<file path="config.mk">
export PLATFORM = sky130hd
export DESIGN_NAME = fifo_wr_arbiter_flat
export DESIGN_NICKNAME = d
export VERILOG_FILES = /design/src/rtl/fifo_wr_arbiter_pkg.sv /design/src/rtl/fifo_wr_arbiter_if.sv /design/src/rtl/fifo_wr_arbiter_rr_pick.sv /design/src/rtl/fifo_wr_arbiter.sv /design/src/flat_wrapper.sv
export SDC_FILE = /design/constraint.sdc
export NUM_CORES = 1
export LEC_CHECK = 0
export ABC_AREA = 1
export BUFFER_PORTS_ARGS = -buffer_cell sky130_fd_sc_hd__clkbuf_2
export CAP_MARGIN = 10
export CORE_MARGIN = 2
export CORE_UTILIZATION = 50
export CTS_BUF_LIST = sky130_fd_sc_hd__clkbuf_8 sky130_fd_sc_hd__clkbuf_16
export CTS_CLUSTER_SIZE = 16
export DETAILED_ROUTE_END_ITERATION = 10
export PLACE_DENSITY = 0.84
export SLEW_MARGIN = 15
export SYNTH_ARGS = -nofsm -noshare
export SYNTH_HDL_FRONTEND = slang
export SYNTH_SLANG_ARGS = --single-unit
</file>
<file path="constraint.sdc">
create_clock -name clk -period 2.45 [get_ports clk]
set_clock_uncertainty 0.1 [all_clocks]
set_input_delay 0.6125 -clock clk [delete_from_list [all_inputs] [get_ports clk]]
set_output_delay 0.6125 -clock clk [all_outputs]
set_load 0.1 [all_outputs]
</file>
<file path="src/rtl/fifo_wr_arbiter_pkg.sv">
// Shared types and defaults for the FIFO write-port arbiter.
package fifo_arb_pkg;

    localparam int unsigned DEF_FIFO_WIDTH = 16;
    localparam int unsigned DEF_FIFO_DEPTH = 8;
    localparam int unsigned RETRY_W        = 3;
    localparam int unsigned TOTAL_W        = 8;

    typedef enum logic [1:0] {
        IDLE,
        ISSUE,
        RESP,
        WAIT
    } state_e;

endpackage

</file>
<file path="src/rtl/fifo_wr_arbiter_if.sv">
// Producer request/grant bus plus FIFO write-side signals.
interface fifo_wr_arbiter_if #(
    parameter int unsigned NUM_REQ    = 4,
    parameter int unsigned FIFO_WIDTH = 16
);

    logic [NUM_REQ-1:0]                  req;
    logic [NUM_REQ*FIFO_WIDTH-1:0]       req_data;
    logic [NUM_REQ-1:0]                  gnt_ack;
    logic [NUM_REQ-1:0]                  gnt_err;
    logic                                fifo_wr_en;
    logic [FIFO_WIDTH-1:0]               fifo_data_in;
    logic                                fifo_full;
    logic                                fifo_wr_ack;
    logic                                fifo_overflow;
    logic                                busy;
    logic [fifo_arb_pkg::TOTAL_W-1:0]    retry_total;

    modport master (
        input  req, req_data, fifo_full, fifo_wr_ack, fifo_overflow,
        output gnt_ack, gnt_err, fifo_wr_en, fifo_data_in, busy, retry_total
    );

    modport slave (
        output req, req_data, fifo_full, fifo_wr_ack, fifo_overflow,
        input  gnt_ack, gnt_err, fifo_wr_en, fifo_data_in, busy, retry_total
    );

endinterface

</file>
<file path="src/rtl/fifo_wr_arbiter_rr_pick.sv">
// Combinational round-robin selector: first eligible producer after last_gnt, wrapping.
module fifo_rr_pick #(
    parameter  int unsigned NUM_REQ = 4,
    localparam int unsigned IDX_W   = $clog2(NUM_REQ)
) (
    input  logic [NUM_REQ-1:0] eligible,
    input  logic [IDX_W-1:0]   last_gnt,
    output logic [NUM_REQ-1:0] gnt_c,
    output logic [IDX_W-1:0]   idx_c,
    output logic               valid_c
);

    logic [IDX_W-1:0] cand;

    always_comb begin
        gnt_c   = '0;
        idx_c   = '0;
        valid_c = 1'b0;
        cand    = '0;
        for (int unsigned k = 1; k <= NUM_REQ; k++) begin
            cand = IDX_W'((32'(last_gnt) + k) % NUM_REQ);
            if (!valid_c && eligible[cand]) begin
                valid_c = 1'b1;
                idx_c   = cand;
            end
        end
        if (valid_c) begin
            gnt_c = NUM_REQ'(1) << idx_c;
        end
    end

endmodule

</file>
<file path="src/rtl/fifo_wr_arbiter.sv">
// Round-robin arbiter sharing one FIFO write port; each write goes grant -> issue -> response,
// with overflowed writes retried until acknowledged or dropped.
module fifo_wr_arbiter
    import fifo_arb_pkg::*;
#(
    parameter int unsigned NUM_REQ    = 4,
    parameter int unsigned FIFO_WIDTH = DEF_FIFO_WIDTH,
    parameter int unsigned MAX_RETRY  = 3
) (
    input logic               clk,
    input logic               rst,
    fifo_wr_arbiter_if.master bus
);

    localparam int unsigned IDX_W = $clog2(NUM_REQ);

    state_e                 state_q, state_d;
    logic [IDX_W-1:0]       idx_q, idx_d;
    logic [IDX_W-1:0]       last_q, last_d;
    logic [NUM_REQ-1:0]     oh_q, oh_d;
    logic [RETRY_W-1:0]     retry_q, retry_d;
    logic [FIFO_WIDTH-1:0]  data_q, data_d;
    logic [TOTAL_W-1:0]     total_q, total_d;
    logic [NUM_REQ-1:0]     ack_q, ack_d;
    logic [NUM_REQ-1:0]     err_q, err_d;
    logic                   wr_en_q, wr_en_d;
    logic                   busy_q, busy_d;

    logic [NUM_REQ-1:0]     eligible_c;
    logic [NUM_REQ-1:0]     pick_gnt_c;
    logic [IDX_W-1:0]       pick_idx_c;
    logic                   pick_valid_c;
    logic [FIFO_WIDTH-1:0]  words_c [NUM_REQ];

    for (genvar i = 0; i < NUM_REQ; i++) begin : g_words
        assign words_c[i] = bus.req_data[i*FIFO_WIDTH +: FIFO_WIDTH];
    end

    // A producer being acknowledged this cycle is not yet offering a new word.
    assign eligible_c = bus.req & ~ack_q & ~err_q;

    fifo_rr_pick #(
        .NUM_REQ (NUM_REQ)
    ) u_pick (
        .eligible (eligible_c),
        .last_gnt (last_q),
        .gnt_c    (pick_gnt_c),
        .idx_c    (pick_idx_c),
        .valid_c  (pick_valid_c)
    );

    always_comb begin
        state_d = state_q;
        idx_d   = idx_q;
        last_d  = last_q;
        oh_d    = oh_q;
        retry_d = retry_q;
        data_d  = data_q;
        total_d = total_q;
        ack_d   = '0;
        err_d   = '0;
        case (state_q)
            IDLE: begin
                if (pick_valid_c && !bus.fifo_full) begin
                    idx_d   = pick_idx_c;
                    oh_d    = pick_gnt_c;
                    data_d  = words_c[pick_idx_c];
                    retry_d = '0;
                    state_d = ISSUE;
                end
            end
            ISSUE: state_d = RESP;
            RESP: begin
                if (bus.fifo_wr_ack) begin
                    ack_d   = oh_q;
                    last_d  = idx_q;
                    state_d = IDLE;
                end else begin
                    // No acknowledge is handled exactly like an overflow.
                    if (total_q != '1) begin
                        total_d = total_q + TOTAL_W'(1);
                    end
                    if (retry_q == RETRY_W'(MAX_RETRY - 1)) begin
                        err_d   = oh_q;
                        last_d  = idx_q;
                        state_d = IDLE;
                    end else begin
                        retry_d = retry_q + RETRY_W'(1);
                        state_d = WAIT;
                    end
                end
            end
            WAIT: begin
                if (!bus.fifo_full) begin
                    state_d = ISSUE;
                end
            end
            default: state_d = IDLE;
        endcase
    end

    assign wr_en_d = (state_d == ISSUE);
    assign busy_d  = (state_d != IDLE);

    always_ff @(posedge clk or posedge rst) begin
        if (rst) begin
            state_q <= IDLE;
            idx_q   <= '0;
            last_q  <= IDX_W'(NUM_REQ - 1);
            oh_q    <= '0;
            retry_q <= '0;
            data_q  <= '0;
            total_q <= '0;
            ack_q   <= '0;
            err_q   <= '0;
            wr_en_q <= 1'b0;
            busy_q  <= 1'b0;
        end else begin
            state_q <= state_d;
            idx_q   <= idx_d;
            last_q  <= last_d;
            oh_q    <= oh_d;
            retry_q <= retry_d;
            data_q  <= data_d;
            total_q <= total_d;
            ack_q   <= ack_d;
            err_q   <= err_d;
            wr_en_q <= wr_en_d;
            busy_q  <= busy_d;
        end
    end

    assign bus.gnt_ack      = ack_q;
    assign bus.gnt_err      = err_q;
    assign bus.fifo_wr_en   = wr_en_q;
    assign bus.fifo_data_in = data_q;
    assign bus.busy         = busy_q;
    assign bus.retry_total  = total_q;

endmodule

</file>
<file path="src/flat_wrapper.sv">
// flat-port wrapper written by rule: the top's interface ports become plain ports
module fifo_wr_arbiter_flat import fifo_arb_pkg::*;
#(
    parameter int unsigned NUM_REQ    = 4,
    parameter int unsigned FIFO_WIDTH = DEF_FIFO_WIDTH,
    parameter int unsigned MAX_RETRY  = 3
)
  (clk, rst, bus_req, bus_req_data, bus_fifo_full, bus_fifo_wr_ack, bus_fifo_overflow, bus_gnt_ack, bus_gnt_err, bus_fifo_wr_en, bus_fifo_data_in, bus_busy, bus_retry_total);
  fifo_wr_arbiter_if #(.NUM_REQ(NUM_REQ), .FIFO_WIDTH(FIFO_WIDTH)) bus_i ();
  input logic clk;
  input logic rst;
  input wire logic [$bits(bus_i.req)-1:0] bus_req;
  input wire logic [$bits(bus_i.req_data)-1:0] bus_req_data;
  input wire logic [$bits(bus_i.fifo_full)-1:0] bus_fifo_full;
  input wire logic [$bits(bus_i.fifo_wr_ack)-1:0] bus_fifo_wr_ack;
  input wire logic [$bits(bus_i.fifo_overflow)-1:0] bus_fifo_overflow;
  output wire logic [$bits(bus_i.gnt_ack)-1:0] bus_gnt_ack;
  output wire logic [$bits(bus_i.gnt_err)-1:0] bus_gnt_err;
  output wire logic [$bits(bus_i.fifo_wr_en)-1:0] bus_fifo_wr_en;
  output wire logic [$bits(bus_i.fifo_data_in)-1:0] bus_fifo_data_in;
  output wire logic [$bits(bus_i.busy)-1:0] bus_busy;
  output wire logic [$bits(bus_i.retry_total)-1:0] bus_retry_total;
  assign bus_i.req = bus_req;
  assign bus_i.req_data = bus_req_data;
  assign bus_i.fifo_full = bus_fifo_full;
  assign bus_i.fifo_wr_ack = bus_fifo_wr_ack;
  assign bus_i.fifo_overflow = bus_fifo_overflow;
  assign bus_gnt_ack = bus_i.gnt_ack;
  assign bus_gnt_err = bus_i.gnt_err;
  assign bus_fifo_wr_en = bus_i.fifo_wr_en;
  assign bus_fifo_data_in = bus_i.fifo_data_in;
  assign bus_busy = bus_i.busy;
  assign bus_retry_total = bus_i.retry_total;
  fifo_wr_arbiter #(.NUM_REQ(NUM_REQ), .FIFO_WIDTH(FIFO_WIDTH), .MAX_RETRY(MAX_RETRY)) u_core (.clk(clk), .rst(rst), .bus(bus_i));
endmodule
</file>
# After elaboration in Yosys (flattened, before gate mapping)
# Cells that the tools add are included.
# W data, S select, Z words.
# word_totals
reg_bits	47
in_bits	73
output_inout_bits	34
elab_cells	90
# classes
addsub	6
order_cmp	5
n_eq_ne	9
shifts	1
mux	36
bitwise	6
n_reduce_logical	16
# ops
op	n
$bmux W16 S2	1
$mux W16	2
$mux W4	6
$mux W2	10
$lt A2 B3 Y1 const B	4
$mux W3	3
$add A8 B1 Y8 const B	1
$and A4 B4 Y4	2
$bmux W1 S2	4
$mux W1	8
$ne A8 B8 Y1 const B	1
$not A4 Y4	2
$pmux W2 S4	1
$pmux W3 S2	1
$reduce_bool A2 Y1	3
$add A2 B1 Y2 const B	2
$add A2 B2 Y2 const B	2
$eq A2 B1 Y1 const B	2
$eq A2 B2 Y1 const B	2
$logic_and A1 B1 Y1	4
$logic_not A1 Y1	4
$ne A2 B2 Y1 const B	2
$reduce_and A2 Y1	2
$reduce_and A4 Y1	1
other kinds (9)	9

# Logic depth before layout (Yosys ltp)
# Gate-level depths: netlist of run 1.
# logic_depth
ltp_word	19
mapped_depth	15
ltp_nobuf	15

# Cells and area by module
# From an unflattened synthesis of run 1, not the netlist that was laid out.
# unflattened
hier_cells	407
area_unflattened_um2	2822.7
# by_module_without_submodules
mod	instances	cells_per_inst	area_each_um2	seq_area_each_um2
fifo_wr_arbiter	1	345	2486.1	1178.6
fifo_rr_pick	1	62	336.6	0.0

# Worst setup path before layout of run 1
# OpenSTA, ideal clock, no wires.
# synth_path
path_type	reg2reg
from	reg u_core.err_q[2], in the netlist u_core.bus.gnt_err[2]
to	reg u_core.data_q[10], in the netlist u_core.bus.fifo_data_in[10]
setup_time_ns	0.126
arrival_time_ns	2.124
path_slack_ns	0.101
stages_incl_launch_ff	15
synth_period_minus_slack_ns	2.349
cell_sequence	dfrtp_1 > inv_1 > nand3_1 > nand2_1 > nand2_1 > nand2_1 > nand2_2 > nand4_4 > nand4_2 > inv_2 > nand2_2 > inv_2 > buf_4 > nand2_1 > nand3_1
# synth_via
elab_chain_cells	18
elab_cells_between_ends	30
cone_classes	mux (19); bitwise (3); reduce/logical (8)
# synth_rtl
item	line	text
start: declaration	fifo_wr_arbiter.sv:25	logic [NUM_REQ-1:0] err_q, err_d;
start signal: assignment	fifo_wr_arbiter.sv:127	err_q <= err_d;
$not A4 Y4 (*)	fifo_wr_arbiter.sv:40	assign eligible_c = bus.req & ~ack_q & ~err_q;
$and A4 B4 Y4 (*)	fifo_wr_arbiter.sv:40	
$bmux W1 S2	fifo_wr_arbiter_rr_pick.sv:22	if (!valid_c && eligible[cand]) begin
$mux W1 (not written as such)	fifo_wr_arbiter_rr_pick.sv:22	
$mux W1	fifo_wr_arbiter_rr_pick.sv:22	
$logic_not A1 Y1	fifo_wr_arbiter_rr_pick.sv:22	
$logic_and A1 B1 Y1	fifo_wr_arbiter_rr_pick.sv:22	
$mux W1	fifo_wr_arbiter_rr_pick.sv:22	
$logic_not A1 Y1	fifo_wr_arbiter_rr_pick.sv:22	
$logic_and A1 B1 Y1	fifo_wr_arbiter_rr_pick.sv:22	
$mux W1	fifo_wr_arbiter_rr_pick.sv:22	
$logic_not A1 Y1	fifo_wr_arbiter_rr_pick.sv:22	
$logic_and A1 B1 Y1	fifo_wr_arbiter_rr_pick.sv:22	
$mux W2	fifo_wr_arbiter_rr_pick.sv:22	
$not A2 Y3 (not written as such)	fifo_wr_arbiter.sv:67	data_d = words_c[pick_idx_c];
$bmux W16 S2	fifo_wr_arbiter.sv:67	
$mux W16 (not written as such) (2 in a row)	fifo_wr_arbiter.sv:67	
end signal: assignment	fifo_wr_arbiter.sv:124	data_q <= data_d;
end: declaration	fifo_wr_arbiter.sv:22	logic [FIFO_WIDTH-1:0] data_q, data_d;
# Mark *: on every way between the ends. The rest lies on a longest branch, timed or not. The select of a mux whose other input is x is not followed.
# A chain may end at the register's enable or synchronous reset.

# Worst setup path in the final report of run 1
# layout_path
from	reg u_core.last_q[0]
to	reg u_core.data_q[1], in the netlist u_core.bus.fifo_data_in[1]
# layout_via
elab_chain_cells	17
elab_cells_between_ends	32
cone_classes	add/sub (4); mux (19); bitwise (1); reduce/logical (8)
# layout_rtl
item	line	text
start: declaration	fifo_wr_arbiter.sv:19	logic [IDX_W-1:0] last_q, last_d;
start signal: assignment	fifo_wr_arbiter.sv:109	last_q <= IDX_W'(NUM_REQ - 1);
start signal: assignment	fifo_wr_arbiter.sv:121	last_q <= last_d;
$add A2 B1 Y2	fifo_wr_arbiter_rr_pick.sv:21	cand = IDX_W'((32'(last_gnt) + k) % NUM_REQ);
$bmux W1 S2	fifo_wr_arbiter_rr_pick.sv:22	
$mux W1 (not written as such)	fifo_wr_arbiter_rr_pick.sv:22	
$mux W1	fifo_wr_arbiter_rr_pick.sv:22	
$logic_not A1 Y1	fifo_wr_arbiter_rr_pick.sv:22	
$logic_and A1 B1 Y1	fifo_wr_arbiter_rr_pick.sv:22	
$mux W1	fifo_wr_arbiter_rr_pick.sv:22	
$logic_not A1 Y1	fifo_wr_arbiter_rr_pick.sv:22	
$logic_and A1 B1 Y1	fifo_wr_arbiter_rr_pick.sv:22	
$mux W1	fifo_wr_arbiter_rr_pick.sv:22	
$logic_not A1 Y1	fifo_wr_arbiter_rr_pick.sv:22	
$logic_and A1 B1 Y1	fifo_wr_arbiter_rr_pick.sv:22	
$mux W2	fifo_wr_arbiter_rr_pick.sv:22	
$not A2 Y3 (not written as such)	fifo_wr_arbiter.sv:67	
$bmux W16 S2	fifo_wr_arbiter.sv:67	
$mux W16 (not written as such) (2 in a row)	fifo_wr_arbiter.sv:67	
# Parallel ways exist; a longest one is shown, timed or not. The select of a mux whose other input is x is not followed.

==> results of run 1 <==
## area by class of cell
| type | count | share of cell area [%] |
|---|---|---|
| Clock buffer | 5 | 1.946 |
| Clock inverter | 3 | 0.5662 |
| Inverter | 56 | 6.016 |
| Multi-Input combinational cell | 283 | 38.32 |
| Sequential cell | 47 | 33.33 |
| Tap cell | 72 | 2.548 |
| Timing Repair Buffer | 113 | 17.27 |
## how the worst min path moves through the flow
stage,end,cells after the start
2_1_floorplan,u_core.bus.gnt_ack[0]$_DFF_PP0_,2
3_3_place_gp,u_core.bus.fifo_data_in[3]$_DFFE_PP0P_,2
3_5_place_dp,u_core.bus.fifo_data_in[7]$_DFFE_PP0P_,2
4_1_cts,u_core.idx_q[1]$_DFFE_PP0P_,2
5_1_grt,u_core.idx_q[1]$_DFFE_PP0P_,2
6_report,u_core.bus.gnt_ack[0]$_DFF_PP0_,2
## registers in the layout, summed over array words and instances (netlist names)
register and cells:
u_core.idx_q 2, u_core.state_q 2, u_core.bus.gnt_ack 4, u_core.retry_q 3, u_core.bus.fifo_data_in 16, u_core.oh_q 4, u_core.bus.retry_total 8, u_core.bus.fifo_wr_en 1
u_core.last_q 2, u_core.bus.busy 1, u_core.bus.gnt_err 4
## logic make-up after synthesis
kind of cell | after synthesis | share of synthesized area (%)
AND/OR/NAND/NOR | 258 | 40.04
AO/OA/AOI/OAI | 12 | 2.266
buffers and inverters | 73 | 11.76
adder cells (fa/ha/maj) | 3 | 1.307
XOR/XNOR | 10 | 3.573
flip-flops | 47 | 41.05
## cell usage in the layout, fill, tap and decap left out, types with 4 or more instances in the layout
cell type	synthesis	final
nand2_1	148	148
clkbuf_2	0	105
nand3_1	63	63
inv_1	51	50
dfrtp_1	45	45
nor2_1	17	17
nand4_1	13	13
o21ai_0	7	7
nor3_1	7	7
xor2_1	7	7
buf_4	3	6
inv_2	5	5
clkbuf_8	0	5
nand2_2	4	4
## routing by layer
| metal | up-vias | wire, um |
|---|---|---|
| li1 | 1471 | - |
| met1 | 1321 | 2715 |
| met2 | 76 | 3586 |
| met3 | 4 | 308 |
| met4 | 0 | 61 |
| met5 | - | 0 |
## metrics by stage
step | hold slack, ns | utilization, % | instance area, um^2
after global placement | 0.3675 | 62.17 | 3445
after detailed placement | 0.3697 | 62.17 | 3445
after floorplan | 0.3689 | - | 2872
final | 0.2225 | 63.82 | 3536
after global routing | 0.2597 | 63.82 | 3536
after CTS | 0.2275 | 63.78 | 3533
==> results.py, run 1 <==
metrics = {
    "setup_path": {
        "cp.required_ns": 2.59,
        "critPathMaxFanout": 24,
        "path_cells": "inv_2 > nand4_1 > nand3_1 > nand2_2 > nand2_1 > nand3_1 > nand2_1 > inv_4 > nand3_1 > nand2_1 > nand2_1 > nand3_1",
        "regToRegEndpoint": "u_core.bus.fifo_data_in[1]$_DFFE_PP0P_",
        "reg2reg_slack_ns": 0.25,
        "worstReg2RegStart": "u_core.last_q[0]$_DFFE_PP1P_",
        "crit_start": "u_core.last_q[0]$_DFFE_PP1P_",
        "endpoint": "u_core.bus.fifo_data_in[1]$_DFFE_PP0P_",
        "crit_family": "simple AND/OR/NAND/NOR gates",
        "path_buf_inv": 2,
        "r2r_cells": 12,
        "worstSetupPathType": "flop to flop",
        "crit_path_max_incr_delay_ns": 0.67,
        "end_kind": "flop",
        "slowest_stage": "dfstp_2",
        "crit_path_start_kind": "flop",
        "crit_arrival_ns": 2.35,
        "cp.depth": 12,
    },
    "die": {
        "start_util_pct": 51.83,
        "die_area_um2": 6365,
        "core_area_um2": 5540,
        "rows": 27,
        "io-pin-count": 107,
        "die_x_um": 79.78,
        "dieHeight_um": 79.78,
    },
    "cells_and_area": {
        "regArea_um2": 1179,
        "syn2layout_area_growth_pct": 23.14,
        "final_cell_count_no_fill": 579,
        "multi_input_area_um2": 1355,
        "nFillCells": 509,
        "antennaDiodeCount": 0,
        "drive_gt1_share_pct": 27.61,
        "finalNetCount": 582,
    },
    "timing": {
        "drv_slew": 0,
        "fmax_ghz": 0.4535,
        "setup_viol": 0,
        "setup_tns_ns": 0,
        "fin_crit_sh_pct": 89.99,
        "fin_crit_ns": 2.205,
        "worst_pin_slew_ns": 0.5560,
        "setup_slack_ns": 0.2451,
        "rsz0062_at_grt": "no",
        "finalHoldViolCount": 0,
        "slew_headroom_pct": 63.09,
    },
    "clocking": {
        "clk_pin_slew_ns": 0.09,
        "clock_latency_ns": 0.30,
        "clock_sinks": 47,
        "ctsResizeCount": 0,
        "cts_tree": "built",
        "numCtsBuffers": 5,
        "ctsLongestPathBuffers": 2,
        "post-cts-setup-buffers": 0,
        "htreeDepth": 2,
        "root_buffer": "clkbuf_8",
        "cts_hold_buf": 0,
    },
    "synth": {
        "synth_seq_cells": 47,
        "synth-async-reset-ratio_pct": 100.0,
        "synth_nets": 479,
        "syn_inst": 403,
        "avgSynthCellArea_um2": 7.125,
        "yosysUniqueCellTypes": 29,
        "synth_common_cells": "nand2_1, nand3_1, inv_1",
        "synthMostInstantiatedCell": "nand2_1",
        "synth_top_area_share_pct": 39.22,
        "synth-edff-count": 0,
        "ys.flop_type": "dfrtp_1",
        "synth_warnings": 0,
        "synth_area_leaders": "dfrtp_1, nand2_1, nand3_1",
        "synth_top_area_cell": "dfrtp_1",
        "netlist_area_um2": 2872,
        "ys_seq_area_share_pct": 41.05,
    },
    "grt": {
        "grt_pass1_vias": 2709,
        "gr-usage-met3_pct": 4.186,
        "grt_pass1_wl_um": 11100,
        "grt_most_used_layer": "met2",
        "use_met2_pct": 39.24,
        "grt_use_total_pct": 21.66,
        "grtUsageMet1_pct": 25.61,
        "antenna_found_initial": 0,
        "grt_max_degree": 33,
        "overflow": 0,
    },
    "routing": {
        "wl_per_cell_um": 11.52,
        "drt-total-wl_um": 6672,
        "num_vias": 2872,
        "antenna_left": 0,
        "drc": 0,
        "viasPerCell": 4.960,
        "dr.first_iter.drc_count": 155,
        "first_pass_iters": 4,
    },
    "status": {
        "outcome": "complete, no violations",
    },
    "job": {
        "maxCapViolations": 0,
    },
    "place": {
        "place_congestion": 0.8697,
        "io_buffers": 105,
        "pre_cts_ws_ns": 0.1340,
        "dp_cells": 571,
        "hpwlAfterDp_um": 5259,
    },
    "worst_hold_path": {
        "hp-class": "input pin to asynchronous set/reset pin",
    },
}
Power of run 1 is left out: the tool's default activity adds up to more than one toggle a clock period on the data nets, which glitch-free logic cannot reach.
==> inputs of run 2 (changes only) <==
PLACE_DENSITY = 0.82   (was 0.84)
==> run 2 against run 1 <==
Global-route usage about the same; core utilization is 0.11 points higher; routed wire length rose by 2.8%; worst setup slack got worse by 0.066 ns; die area did not move; critical endpoint is now u_core.bus.fifo_data_in[10]$_DFFE_PP0P_; non-clock buffer count did not move; final cell count is the same; first-iteration DRC count shrank 25%; flip-flop and latch count unchanged; design area grew 0.18%.
==> results.py, run 2 (synthesis results as in run 1) <==
metrics = {
    "grt": {
        "antenna_found_initial": 0,
        "grt_pass1_wl_um": 11090,
        "grt_use_total_pct": 21.67,
        "grt_max_degree": 33,
        "grt_pass1_vias": 2681,
        "overflow": 0,
    },
    "place": {
        "post_dp_cell_area_um2": 3437,
        "io_buffers": 105,
        "hpwlAfterDp_um": 5191,
        "place_congestion": 0.8528,
    },
    "setup_path": {
        "reg2reg_slack_ns": 0.18,
        "cp.required_ns": 2.58,
        "crit_arrival_ns": 2.40,
        "r2r_cells": 10,
        "regToRegEndpoint": "u_core.bus.fifo_data_in[10]$_DFFE_PP0P_",
        "crit_family": "simple AND/OR/NAND/NOR gates",
        "crit_path_start_kind": "flop",
        "critPathMaxFanout": 19,
        "crit_path_max_incr_delay_ns": 0.64,
        "path_cells": "clkbuf_2 > nand3_1 > nand3_1 > nand2_2 > nand4_4 > nand4_2 > buf_6 > nor2_4 > nand2_1 > nand3_1",
        "cpMostUsedCell": "nand3_1",
        "path_buf_inv": 2,
        "slowest_stage": "dfstp_2",
        "worstReg2RegStart": "u_core.last_q[0]$_DFFE_PP1P_",
        "end_kind": "flop",
        "worstSetupPathType": "flop to flop",
    },
    "cells_and_area": {
        "multi_input_area_um2": 1355,
        "finalNetCount": 582,
        "final_common_cell": "nand2_1",
        "final_cell_mix": "nand2_1, clkbuf_2, nand3_1",
        "stdcell_area_um2": 3542,
        "drive_gt1_share_pct": 27.42,
        "largest_reg_flops": 16,
        "syn2layout_area_growth_pct": 23.36,
        "antennaDiodeCount": 0,
        "nFillCells": 510,
        "regArea_um2": 1179,
    },
    "clocking": {
        "htreeDepth": 2,
        "cts_tree": "built",
        "clk_pin_slew_ns": 0.09,
        "root_buffer": "clkbuf_8",
        "numCtsBuffers": 5,
        "cts_hold_buf": 0,
        "clock_sinks": 47,
        "ctsLongestPathBuffers": 2,
        "clock_latency_ns": 0.29,
    },
    "routing": {
        "num_vias": 2896,
        "wl_per_cell_um": 11.85,
        "drc": 0,
        "first_pass_iters": 5,
        "dr.first_iter.drc_count": 117,
        "antenna_left": 0,
        "viasPerCell": 5.002,
        "drt-total-wl_um": 6860,
    },
    "die": {
        "die_area_um2": 6365,
        "start_util_pct": 51.83,
        "core_area_um2": 5540,
        "rows": 27,
        "die_x_um": 79.78,
        "io-pin-count": 107,
        "dieHeight_um": 79.78,
    },
    "timing": {
        "finalHoldViolCount": 0,
        "fin_crit_ns": 2.271,
        "drv_slew": 0,
        "worst_pin_slew_ns": 0.6327,
        "slew_headroom_pct": 57.76,
        "fmax_ghz": 0.4403,
        "setup_tns_ns": 0,
        "fin_crit_sh_pct": 92.70,
        "hold_ws_ns": 0.2797,
        "setup_viol": 0,
    },
    "worst_hold_path": {
        "hp-class": "input pin to asynchronous set/reset pin",
    },
    "status": {
        "outcome": "complete, no violations",
    },
    "job": {
        "maxCapViolations": 0,
    },
}
## run 2: per-layer routing
| layer | track usage (%) | up-vias | routed length, um |
|---|---|---|---|
| met3 | 3.846 | 6 | 311 |
| met4 | 6.271 | 0 | 61 |
| met2 | 39.58 | 77 | 3534 |
| met1 | 25.99 | 1341 | 2953 |
| li1 | - | 1472 | - |
| met5 | 0 | - | 0 |
## run 2: metrics by stage
stage | setup slack, ns | cells | utilization (%)
6_report | 0.1788 | 579 | 63.93
5_1_grt | -0.01115 | 579 | 63.93
4_1_cts | 0.1634 | 578 | 63.69
3_5_place_dp | 0.1472 | 570 | 62.04
3_3_place_gp | 0.1950 | 570 | 62.04
2_1_floorplan | 0.1007 | 403 | -
## run 2: timing repair
item,4_1_cts,5_1_grt
setup buffers,0,1
gates resized for setup,0,4
endpoints found under the setup margin,0,14
## run 2: worst max-delay path by stage
stage / start / endpoint / slack (ns) / depth (start not counted)
6_report: u_core.last_q[0]$_DFFE_PP1P_ / u_core.bus.fifo_data_in[10]$_DFFE_PP0P_ / 0.18 / 10
5_1_grt: u_core.last_q[0]$_DFFE_PP1P_ / u_core.bus.fifo_data_in[4]$_DFFE_PP0P_ / -0.01 / 13
4_1_cts: u_core.last_q[0]$_DFFE_PP1P_ / u_core.bus.fifo_data_in[10]$_DFFE_PP0P_ / 0.16 / 10
3_5_place_dp: bus_req[0] / u_core.bus.fifo_data_in[6]$_DFFE_PP0P_ / 0.15 / 15
3_3_place_gp: bus_req[2] / u_core.retry_q[0]$_DFFE_PP0P_ / 0.20 / 12
2_1_floorplan: u_core.bus.gnt_err[2]$_DFF_PP0_ / u_core.bus.fifo_data_in[10]$_DFFE_PP0P_ / 0.10 / 14
## run 2: final cells by class
cell class                      count  share of cell area, %
Clock buffer                        6                  2.331
Clock inverter                      2                 0.2473
Inverter                           56                  6.076
Multi-Input combinational cell    283                  38.26
Sequential cell                    47                  33.27
Tap cell                           72                  2.543
Timing Repair Buffer              113                  17.27
Power of run 2 is left out for the same reason.
